### src/rtl/mmio_pkg.sv
// Shared definitions for the MMIO AXI4-Lite master: response codes, FSM states,
// register window offsets and the saturating stray-beat adder.
package mmio_pkg;

    localparam logic [1:0] RESP_OKAY   = 2'b00;
    localparam logic [1:0] RESP_SLVERR = 2'b10;
    localparam logic [1:0] RESP_DECERR = 2'b11;

    typedef enum logic [2:0] {
        ST_IDLE  = 3'd0,
        ST_WADDR = 3'd1,
        ST_WRESP = 3'd2,
        ST_RADDR = 3'd3,
        ST_RDATA = 3'd4,
        ST_RSP   = 3'd5
    } state_t;

    localparam logic [7:0] OFF_CMD  = 8'h00;
    localparam logic [7:0] OFF_SRC  = 8'h04;
    localparam logic [7:0] OFF_DEST = 8'h08;
    localparam logic [7:0] OFF_LEN  = 8'h0C;
    localparam logic [7:0] OFF_DBG0 = 8'h10;
    localparam logic [7:0] OFF_DBG1 = 8'h14;
    localparam logic [7:0] OFF_DBG2 = 8'h18;
    localparam logic [7:0] OFF_DBG3 = 8'h1C;

    // Add up to two absorbed beats to the stray counter, clamping at 255.
    function automatic logic [7:0] stray_add(input logic [7:0] cnt, input logic [1:0] inc);
        logic [8:0] sum;
        sum = {1'b0, cnt} + 9'(inc);
        return (sum > 9'd255) ? 8'hFF : sum[7:0];
    endfunction

endpackage

### src/rtl/mmio_timeout_ctr.sv
// Wait-state watchdog: counts cycles while enabled, pulses expire_c on the
// cycle the count reaches TIMEOUT-1. TIMEOUT=0 never expires.
module mmio_timeout_ctr #(
    parameter int unsigned TIMEOUT = 1024
) (
    input  logic ACLK,
    input  logic ARESETN,
    input  logic clear,
    input  logic enable,
    output logic expire_c
);

    localparam int unsigned CNT_W = (TIMEOUT > 2) ? $clog2(TIMEOUT) : 1;
    localparam int unsigned LAST  = (TIMEOUT == 0) ? 0 : TIMEOUT - 1;

    logic [CNT_W-1:0] cnt;

    // Holds at LAST so the count never wraps back into range.
    always_ff @(posedge ACLK) begin
        if (!ARESETN || clear) begin
            cnt <= '0;
        end else if (enable && (cnt != CNT_W'(LAST))) begin
            cnt <= cnt + CNT_W'(1);
        end
    end

    assign expire_c = (TIMEOUT != 0) && enable && (cnt == CNT_W'(LAST));

endmodule

### src/rtl/mmio_lite_master.sv
// AXI4-Lite master for the MMIO register window: one request in, one AXI-Lite
// transaction out, one response back (with timeout on the B/R wait).
module mmio_lite_master
    import mmio_pkg::*;
#(
    parameter int unsigned ADDR_W  = 32,
    parameter int unsigned DATA_W  = 32,
    parameter int unsigned TIMEOUT = 1024
) (
    input  logic                  ACLK,
    input  logic                  ARESETN,
    input  logic                  REQ_VALID,
    output logic                  REQ_READY,
    input  logic                  REQ_WRITE,
    input  logic [ADDR_W-1:0]     REQ_ADDR,
    input  logic [DATA_W-1:0]     REQ_WDATA,
    input  logic [DATA_W/8-1:0]   REQ_WSTRB,
    output logic                  RSP_VALID,
    input  logic                  RSP_READY,
    output logic [DATA_W-1:0]     RSP_RDATA,
    output logic [1:0]            RSP_RESP,
    output logic                  RSP_TIMEOUT,
    output logic [7:0]            STRAY_CNT,
    output logic [ADDR_W-1:0]     M_AXI_AWADDR,
    output logic                  M_AXI_AWVALID,
    input  logic                  M_AXI_AWREADY,
    output logic [DATA_W-1:0]     M_AXI_WDATA,
    output logic [DATA_W/8-1:0]   M_AXI_WSTRB,
    output logic                  M_AXI_WVALID,
    input  logic                  M_AXI_WREADY,
    input  logic [1:0]            M_AXI_BRESP,
    input  logic                  M_AXI_BVALID,
    output logic                  M_AXI_BREADY,
    output logic [ADDR_W-1:0]     M_AXI_ARADDR,
    output logic                  M_AXI_ARVALID,
    input  logic                  M_AXI_ARREADY,
    input  logic [DATA_W-1:0]     M_AXI_RDATA,
    input  logic [1:0]            M_AXI_RRESP,
    input  logic                  M_AXI_RVALID,
    output logic                  M_AXI_RREADY
);

    localparam int unsigned STRB_W = DATA_W / 8;

    state_t              state;
    logic                aw_done;
    logic                w_done;
    logic [ADDR_W-1:0]   addr_q;
    logic [DATA_W-1:0]   wdata_q;
    logic [STRB_W-1:0]   wstrb_q;

    logic                aw_hs;
    logic                w_hs;
    logic                ar_hs;
    logic                wait_st;
    logic                idle_or_rsp;
    logic [1:0]          stray_inc;
    logic                expire;

    assign aw_hs       = M_AXI_AWVALID && M_AXI_AWREADY;
    assign w_hs        = M_AXI_WVALID && M_AXI_WREADY;
    assign ar_hs       = M_AXI_ARVALID && M_AXI_ARREADY;
    assign wait_st     = (state == ST_WRESP) || (state == ST_RDATA);
    assign idle_or_rsp = (state == ST_IDLE) || (state == ST_RSP);
    assign stray_inc   = idle_or_rsp ? (2'(M_AXI_BVALID) + 2'(M_AXI_RVALID)) : 2'd0;

    // Ready lines decode straight from the state register.
    assign REQ_READY    = ARESETN && (state == ST_IDLE);
    assign M_AXI_BREADY = (state == ST_WRESP) || idle_or_rsp;
    assign M_AXI_RREADY = (state == ST_RDATA) || idle_or_rsp;

    assign M_AXI_AWADDR = addr_q;
    assign M_AXI_ARADDR = addr_q;
    assign M_AXI_WDATA  = wdata_q;
    assign M_AXI_WSTRB  = wstrb_q;

    // Not being in a wait state clears the counter, so every wait starts at zero.
    mmio_timeout_ctr #(
        .TIMEOUT (TIMEOUT)
    ) u_timeout (
        .ACLK     (ACLK),
        .ARESETN  (ARESETN),
        .clear    (!wait_st),
        .enable   (wait_st),
        .expire_c (expire)
    );

    always_ff @(posedge ACLK) begin
        if (!ARESETN) begin
            state         <= ST_IDLE;
            M_AXI_AWVALID <= 1'b0;
            M_AXI_WVALID  <= 1'b0;
            M_AXI_ARVALID <= 1'b0;
            RSP_VALID     <= 1'b0;
            RSP_RDATA     <= '0;
            RSP_RESP      <= RESP_OKAY;
            RSP_TIMEOUT   <= 1'b0;
            STRAY_CNT     <= '0;
            aw_done       <= 1'b0;
            w_done        <= 1'b0;
            addr_q        <= '0;
            wdata_q       <= '0;
            wstrb_q       <= '0;
        end else begin
            STRAY_CNT <= stray_add(STRAY_CNT, stray_inc);
            case (state)
                ST_IDLE: begin
                    if (REQ_VALID) begin
                        addr_q  <= REQ_ADDR;
                        wdata_q <= REQ_WDATA;
                        wstrb_q <= REQ_WSTRB;
                        aw_done <= 1'b0;
                        w_done  <= 1'b0;
                        if (REQ_WRITE) begin
                            state         <= ST_WADDR;
                            M_AXI_AWVALID <= 1'b1;
                            M_AXI_WVALID  <= 1'b1;
                        end else begin
                            state         <= ST_RADDR;
                            M_AXI_ARVALID <= 1'b1;
                        end
                    end
                end
                // AW and W retire independently; leave once both have.
                ST_WADDR: begin
                    if (aw_hs) begin
                        M_AXI_AWVALID <= 1'b0;
                        aw_done       <= 1'b1;
                    end
                    if (w_hs) begin
                        M_AXI_WVALID <= 1'b0;
                        w_done       <= 1'b1;
                    end
                    if ((aw_done || aw_hs) && (w_done || w_hs)) begin
                        state <= ST_WRESP;
                    end
                end
                ST_WRESP: begin
                    if (M_AXI_BVALID) begin
                        RSP_RESP    <= M_AXI_BRESP;
                        RSP_RDATA   <= '0;
                        RSP_TIMEOUT <= 1'b0;
                        RSP_VALID   <= 1'b1;
                        state       <= ST_RSP;
                    end else if (expire) begin
                        RSP_RESP    <= RESP_SLVERR;
                        RSP_RDATA   <= '0;
                        RSP_TIMEOUT <= 1'b1;
                        RSP_VALID   <= 1'b1;
                        state       <= ST_RSP;
                    end
                end
                ST_RADDR: begin
                    if (ar_hs) begin
                        M_AXI_ARVALID <= 1'b0;
                        state         <= ST_RDATA;
                    end
                end
                ST_RDATA: begin
                    if (M_AXI_RVALID) begin
                        RSP_RESP    <= M_AXI_RRESP;
                        RSP_RDATA   <= M_AXI_RDATA;
                        RSP_TIMEOUT <= 1'b0;
                        RSP_VALID   <= 1'b1;
                        state       <= ST_RSP;
                    end else if (expire) begin
                        RSP_RESP    <= RESP_SLVERR;
                        RSP_RDATA   <= '0;
                        RSP_TIMEOUT <= 1'b1;
                        RSP_VALID   <= 1'b1;
                        state       <= ST_RSP;
                    end
                end
                ST_RSP: begin
                    if (RSP_READY) begin
                        RSP_VALID <= 1'b0;
                        state     <= ST_IDLE;
                    end
                end
                default: begin
                    state <= ST_IDLE;
                end
            endcase
        end
    end

endmodule
### config.mk
export PLATFORM = sky130hd
export DESIGN_NAME = mmio_lite_master
export DESIGN_NICKNAME = d
export VERILOG_FILES = /design/src/rtl/mmio_pkg.sv /design/src/rtl/mmio_timeout_ctr.sv /design/src/rtl/mmio_lite_master.sv
export SDC_FILE = /design/constraint.sdc
export NUM_CORES = 1
export LEC_CHECK = 0
export ABC_AREA = 1
export CORE_UTILIZATION = 47
export CTS_BUF_LIST = sky130_fd_sc_hd__clkbuf_4 sky130_fd_sc_hd__clkbuf_8
export CTS_CLUSTER_DIAMETER = 80
export DETAILED_ROUTE_END_ITERATION = 8
export HOLD_SLACK_MARGIN = 0.12
export PLACE_DENSITY = 0.89
export REMOVE_ABC_BUFFERS = 1
export SYNTH_ARGS = -nofsm -noshare
export SYNTH_HDL_FRONTEND = slang
export SYNTH_SLANG_ARGS = --single-unit
### constraint.sdc
create_clock -name ACLK -period 6.9 [get_ports ACLK]
set_input_delay 1.035 -clock ACLK [delete_from_list [all_inputs] [get_ports ACLK]]
set_output_delay 1.035 -clock ACLK [all_outputs]
set_load 0.01 [all_outputs]
# [Word-level counts from Yosys, hierarchy flattened]
# Cells that the tools add are included.
[op_classes] n_addsub=3 mul=0 div=0 magnitude_cmp=1 eq_ne=15 shifts=0 muxes=43 bitwise=0 n_reduce_logical=29
[ops] operator="$mux 32" n=3
[ops] operator="$pmux 32 s2" n=1
[ops] operator="$mux 3" n=7
[ops] operator="$pmux 3 s6" n=1
[ops] operator="$mux 1" n=17
[ops] operator="$ne 2x2->1 const B" n=8
[ops] operator="$reduce_and 4->1" n=4
[ops] operator="$pmux 1 s2" n=6
[ops] operator="$add 10x1->10 const B" n=1
[ops] operator="$eq 10x10->1 const B" n=1
[ops] operator="$mux 2" n=5
[ops] operator="$ne 10x10->1 const B" n=1
[ops] operator="$add 8x2->9" n=1
[ops] operator="$gt 9x8->1 const B" n=1
[ops] operator="$mux 8" n=1
[ops] operator="$logic_and 1x1->1" n=7
[ops] operator="$logic_or 1x1->1" n=7
[ops] operator="$eq 3x2->1 const B" n=2
[ops] operator="$eq 3x3->1 const B" n=2
[ops] operator="$reduce_and 3->1" n=2
[ops] operator="$reduce_bool 2->1" n=3
[ops] operator="$pmux 2 s2" n=1
[ops] operator="$reduce_and 2->1" n=2
[ops] operator="$eq 3x1->1 const B" n=1
[ops] operator="other kinds (5)" n=6
[word_totals] regBits=130 latch_bits=0 ram_bits=0 mem_bits_ro=0 memories=0

# [Depth between registers and ports, before layout]
# Gate-level depths: netlist of run 1.
[logic_depth] depth_word=6 depth_mapped=17

# [Cells and area by module]
# A second synthesis of run 1 with hierarchy kept.
[unflattened] cells_unflattened=738 area_unflattened_um2=5764.3
[modules_own_cells] mod="mmio_lite_master" instances=1 cells_each=650 area_per_inst_um2=5178.7
[modules_own_cells] mod="mmio_timeout_ctr" instances=1 cells_each=88 area_per_inst_um2=585.6

# [Worst setup path before layout of run 1]
# OpenSTA, ideal clock, no wires.
[synth_timing] path_kind="input -> register" from="input M_AXI_BVALID" to="register STRAY_CNT[5]" arrival_time_ns=2.612 path_slack_ns=4.172 stages=13 path_buffers=0 cell_sequence="ha_1 > inv_1 > nor2_1 > ha_1 > fa_1 > nand2_1 > inv_1 > nand3_1 > nor2_1 > nand2_1 > o21ai_0 > o21ai_0 > inv_1"
[synth_via] elab_chain_cells=5
[synth_rtl] element="start: declaration" line="mmio_lite_master.sv:32" source="input logic M_AXI_BVALID,"
[synth_rtl] element="$add 1x1->2 (*)" line="mmio_lite_master.sv:65" source="assign stray_inc = idle_or_rsp ? (2'(M_AXI_BVALID) + 2'(M_AXI_RVALID)) : 2'd0;"
[synth_rtl] element="$mux 2 (*)" line="mmio_lite_master.sv:65"
[synth_rtl] element="$add 8x2->9 (*)" line="mmio_pkg.sv:30" source="sum = {1'b0, cnt} + 9'(inc);"
[synth_rtl] element="$gt 9x8->1" line="mmio_pkg.sv:31" source="return (sum > 9'd255) ? 8'hFF : sum[7:0];"
[synth_rtl] element="$mux 8 (*)" line="mmio_pkg.sv:31"
[synth_rtl] element="end signal: assignment" line="mmio_lite_master.sv:105" source="STRAY_CNT <= stray_add(STRAY_CNT, stray_inc);"
[synth_rtl] element="end: declaration" line="mmio_lite_master.sv:23" source="output logic [7:0] STRAY_CNT,"
# Mark *: on every way between the ends. The rest lies on a longest branch, timed or not.
# A chain may end at the register's enable or synchronous reset.

# [Worst setup path after layout of run 1]
[layout_timing] from="input ARESETN" to="output REQ_READY"
[layout_via] elab_chain_cells=1
[layout_rtl] element="start: declaration" line="mmio_lite_master.sv:11" source="input logic ARESETN,"
[layout_rtl] element="$logic_and 1x1->1" line="mmio_lite_master.sv:68" source="assign REQ_READY = ARESETN && (state == ST_IDLE);"
[layout_rtl] element="end: declaration" line="mmio_lite_master.sv:13" source="output logic REQ_READY,"
# No other way between the ends.

==> impl_metrics.json, run 1 <==
{
  "die_w_um": 116,
  "tns_ns": 0,
  "antenna_left": 0,
  "initial_core_util_pct": 48.3,
  "worst_ep_required_time_ns": 5.86,
  "grtUsageTotal_pct": 26.3,
  "synth_area_leaders": "dfxtp_1 43%, nand2_1 18%, a21oi_1 9.7%",
  "status": "complete, no violations",
  "critPathBufInv": 3,
  "min_path_type": "reg -> reg",
  "syn_inst": 887,
  "max_stage_delay_ns": 0.79,
  "path_clk_slew_ns": 0.07,
  "async_flop_share_pct": 0,
  "rr_worst_depth": 15,
  "io_pins": 264,
  "port_buffers": 263,
  "p_per_area_mw_per_mm2": 305,
  "fin_util_pct": 70.9,
  "reg2reg_to": "STRAY_CNT[3]",
  "slowest_stage": "clkdlybuf4s50_1",
  "rows": 41,
  "hold_path_end": "M_AXI_WDATA[12]",
  "core_mm2": 0.0127,
  "final_nets": 1212,
  "avgSynthCellArea_um2": 6.90,
  "antenna_found_initial": 2,
  "grt_pass1_wl_um": 27700,
  "synthMostInstantiatedCell": "nand2_1",
  "dp_hpwl_um": 12400,
  "grt_pass1_vias": 5838,
  "design_area_mm2": 0.00899,
  "rr_startpoint": "state[1]",
  "clockBufferDepth": 2,
  "fp.dieArea_mm2": 0.0135,
  "insertion_delay_ns": 0.45,
  "fin_crit_sh_pct": 62.6,
  "cp.arrival_ns": 3.28,
  "synth_top_cell_area_share_pct": 42.5,
  "crit_type": "in -> out",
  "yosys_warnings": 0,
  "crit_path_start_kind": "input pin",
  "cts_tree": "built",
  "whs_path_depth": 2,
  "synth_seq_cells": 130,
  "holdBufCountCts": 0,
  "fp.dieH_um": 116,
  "end_kind": "output port",
  "crit_path_frequent_cell": "clkdlybuf4s50_1",
  "synth_cell_types": 32,
  "fin_crit_ns": 4.32,
  "skew_ns": 0.0107,
  "synth-edff-count": 0,
  "hold_viol": 0,
  "cts_sinks": 130,
  "grt_max_degree": 72,
  "hold_ws_ns": 0.459,
  "drc_errors": 0,
  "setup-violations-final": 0,
  "drv_cap": 0,
  "wirelength_um": 18400,
  "synth-seq-area-share_pct": 42.5,
  "syn_area_mm2": 0.00612,
  "crit_start": "ARESETN",
  "crit_chain": "clkdlybuf4s50_1, clkinv_2, nor2_1, clkdlybuf4s50_1",
  "drv_slew": 0,
  "hp-start": "M_AXI_WDATA[12]",
  "fillers": 1000,
  "placed_cell_area_mm2": 0.00854,
  "post_cts_buffers": 0,
  "grt_setup_unrepaired": "no",
  "worst_slack_ns": 2.58,
  "slew_headroom_pct": 33.6,
  "yosys_most_used_dff": "dfxtp_1",
  "yosysTopAreaCell": "dfxtp_1",
  "wl_per_cell_um": 14.4,
  "grt.overflow.total": 0,
  "cts_max_level": 4,
  "ir_drop_v": 0.000207,
  "dr.first_iter.drc_count": 518,
  "drive_gt1_share_pct": 6.60,
  "cp_max_fo": 43,
  "post_cts_resize_count": 0,
  "place_ws_ns": 2.61,
  "via_count": 6346,
  "ys_top_cells_by_count": "291 x nand2_1, 130 x dfxtp_1, 119 x a21oi_1",
  "cts-root-buf": "clkbuf_8",
  "firstDrtPassIters": 5,
  "synthToLayoutAreaGrowth_pct": 46.8,
  "power.leakage_uw": 0.00372,
  "reg2reg_slack_ns": 4.22,
  "max_slew.worst_pin.slew_ns": 0.995,
  "avgViaCountPerCell": 4.96,
  "routabilityCongestion": 0.868,
  "cts_buffers": 17,
  "cp_top_family": "buffers and inverters",
  "fmaxAchievable_mhz": 232
}
## placed cells by master, fill, tap and decap left out, types with 6 or more instances in the layout
cell type,netlist,final
o21ai_0,14,14
or2_2,21,21
or2_1,11,11
inv_1,69,69
clkbuf_8,0,23
clkdlybuf4s50_1,0,262
dfxtp_1,130,130
nand3_1,82,82
nand2_1,291,291
a21oi_1,119,119
nor2_1,32,32
buf_4,37,6
## logic make-up (layout without fill, tap and decap cells)
group	after synthesis	after routing	share of synthesized area (%)
compound gates	138	138	11.5
xor+xnor	4	4	0.572
fa+ha+maj	5	5	1.14
buf+inv	154	373	12.2
flops	130	130	42.5
other cells	0	1	0
simple gates	456	456	32.1
## flip-flops by register name, indices dropped and copies added, names as in the netlist, 2 cells and up
register	count
M_AXI_WSTRB	4
M_AXI_WDATA	32
RSP_RESP	2
STRAY_CNT	8
state	3
M_AXI_ARADDR	32
u_timeout.cnt	10
RSP_RDATA	32
## where the power goes
part           leakage (uW)  internal [uW]  switching [uW]  total, uW
logic               0.00244            473             591       1060
clock network      0.000221            418             299        718
registers           0.00106            864            91.7        956
total               0.00372           1750             983       2740
## per-layer routing
metal	vias up	part of all wire [%]	wire length, um	GRT usage (%)
met1	2925	41	7480	29.7
met5	-	0.092	17	0
met3	31	6.5	1200	9.03
met4	2	1.8	338	8.46
met2	202	51	9410	46.4
li1	3186	-	-	-
## worst max-delay path by stage
stage               depth (start not counted)   endpoint  slack (ns)
finish                                      4  REQ_READY        2.58
global route                                4  REQ_READY        2.42
CTS                                         4  REQ_READY        2.59
floorplan                                   2  REQ_READY        3.77
global placement                            4  REQ_READY        2.61
detailed placement                          4  REQ_READY        2.61
## layout make-up
type / instances / area (um2) / share of cell area, %
multi-input combinational: 603 / 2780 / 30.9
timing repair buffer: 269 / 2670 / 29.7
sequential: 130 / 2600 / 29.0
clock buffer: 24 / 324 / 3.61
inverter: 72 / 272 / 3.02
tap: 172 / 215 / 2.39
clock inverter: 8 / 123 / 1.36
antenna: 1 / 2.50 / 0.0278
## worst reg2reg max path, delay by kind of cell, from the launching register on
family          cells  cell delay, ns
fa+ha+maj           2            0.64
flops               1            0.53
buf+inv             3            0.16
compound gates      2            0.28
simple gates        8            0.96
## through the flow
stage	instances	power [uW]
after floorplan	805	1490
after CTS	1278	2740
after global placement	1246	2000
after global routing	1278	2890
after detailed placement	1246	2020
final	1279	2740
Power figures use the tool's default switching activity.
==> inputs of run 2 (changes only) <==
CORE_UTILIZATION = 44   (was 47)
PLACE_DENSITY = 0.84   (was 0.89)
clock period = 4.04 ns   (was 6.9 ns; I/O delays follow)
==> impl_metrics.json, run 2 (synthesized netlist as in run 1, its figures left out) <==
{
  "p_per_area_mw_per_mm2": 525,
  "fp.dieH_um": 120,
  "route.met2.wl_um": 9030,
  "wirelength_um": 18100,
  "end_kind": "output port",
  "max_slew.worst_pin.slew_ns": 0.991,
  "hold_viol": 0,
  "cts_tree": "built",
  "drv_cap": 0,
  "ir_drop_v": 0.000388,
  "post_cts_buffers": 0,
  "core_mm2": 0.0134,
  "fin_crit_sh_pct": 66.5,
  "min_path_type": "reg -> reg",
  "routabilityCongestion": 0.844,
  "m1WireLength_um": 7560,
  "hp-start": "M_AXI_WDATA[7]",
  "rr_startpoint": "state[2]",
  "cts-root-buf": "clkbuf_8",
  "dp_hpwl_um": 12300,
  "crit_path_start_kind": "flip-flop",
  "fmaxAchievable_mhz": 372,
  "grt_pass1_wl_um": 28200,
  "cp.arrival_ns": 2.08,
  "drv_slew": 0,
  "mostFrequentLayoutCells": "291 x nand2_1, 262 x clkdlybuf4s50_1, 130 x dfxtp_1",
  "wl_per_cell_um": 14.1,
  "grt_pass1_vias": 5701,
  "worst_slack_ns": 1.35,
  "cts_buffers": 17,
  "skew_ns": 0.00882,
  "die_w_um": 120,
  "layoutNonFillerInstCount": 1284,
  "dr.first_iter.drc_count": 482,
  "wl_met3_um": 1200,
  "grt.overflow.total": 0,
  "holdBufCountCts": 0,
  "grt_setup_unrepaired": "no",
  "fillers": 1121,
  "cts_sinks": 130,
  "crit_type": "reg -> out",
  "slew_headroom_pct": 33.8,
  "top_layer_used": "met4",
  "post_cts_resize_count": 0,
  "dp_cells": 1252,
  "insertion_delay_ns": 0.43,
  "n_antenna_cell": 0,
  "place_ws_ns": 0.966,
  "final_common_cell": "nand2_1",
  "initial_core_util_pct": 45.7,
  "fp.dieArea_mm2": 0.0144,
  "tns_ns": 0,
  "firstDrtPassIters": 5,
  "final_nets": 1214,
  "crit_start": "state[2]",
  "antenna_left": 0,
  "clockBufferDepth": 2,
  "drc_errors": 0,
  "port_buffers": 263,
  "io_pins": 264,
  "worst_ep_required_time_ns": 3.43,
  "antenna_found_initial": 0,
  "grtUsageTotal_pct": 24.7,
  "setup-violations-final": 0,
  "synthToLayoutAreaGrowth_pct": 47.5,
  "drive_gt1_share_pct": 6.77,
  "avgViaCountPerCell": 4.90,
  "path_clk_slew_ns": 0.08,
  "fin_crit_ns": 2.69,
  "rows": 42,
  "status": "complete, no violations",
  "grt_max_degree": 71,
  "cp_max_fo": 7,
  "via_count": 6298,
  "power.leakage_uw": 0.00374,
  "cts_max_level": 4
}
## run 2: cell count changes in the layout (fill, tap and decap cells not counted), sizes merged, moves of 2 or more
cell | previous run | this run
clkbuf | 24 | 20
bufinv | 3 | 5
buf | 7 | 9
clkinv | 3 | 5
## run 2: final cells by class
type	count	area, um2	area share, %
Timing Repair Buffer	271	2690	29.7
Clock buffer	20	275	3.05
Multi-Input combinational cell	603	2780	30.7
Tap cell	176	220	2.44
Sequential cell	130	2600	28.8
Clock inverter	12	201	2.23
Inverter	72	272	3.01
## run 2: power breakdown
part | internal, uW | switching [uW] | total (uW)
sequential | 1480 | 154 | 1630
clock | 786 | 520 | 1310
combinational | 807 | 1000 | 1810
## run 2: per-stage QoR
| step | util (%) | total power [uW] | hold slack (ns) | area, um2 |
|---|---|---|---|---|
| final | 67.4 | 4750 | 0.463 | 9030 |
| after detailed placement | 63.9 | 3450 | 0.448 | 8560 |
| after global routing | 67.4 | 5020 | 0.480 | 9030 |
| after CTS | 67.4 | 4770 | 0.463 | 9030 |
| after global placement | 63.9 | 3430 | 0.447 | 8560 |
| after floorplan | - | 2540 | 0.433 | 5650 |
## run 2: worst max-delay path, cell delays in order (launching register included)
cell and delay, ns:
dfxtp_1 0.48, inv_2 0.13, nand2_2 0.13, inv_2 0.07, nor2_1 0.25, nand2_1 0.10
clkdlybuf4s50_1 0.49
## run 2: layer usage
metal	GRT usage, %	up-vias
met5	0	-
li1	-	3195
met1	30.2	2874
met2	40.6	205
met3	7.79	24
met4	8.20	0
## run 2: final timing paths
| path | endpoint | slack (ns) | cells past startpoint |
|---|---|---|---|
| setup reg to reg | STRAY_CNT[3] | 1.41 | 15 |
| hold reg to reg | M_AXI_WDATA[7] | 0.46 | 2 |
| setup / recovery | M_AXI_BREADY | 1.35 | 6 |
| hold / removal | M_AXI_WDATA[7] | 0.46 | 2 |
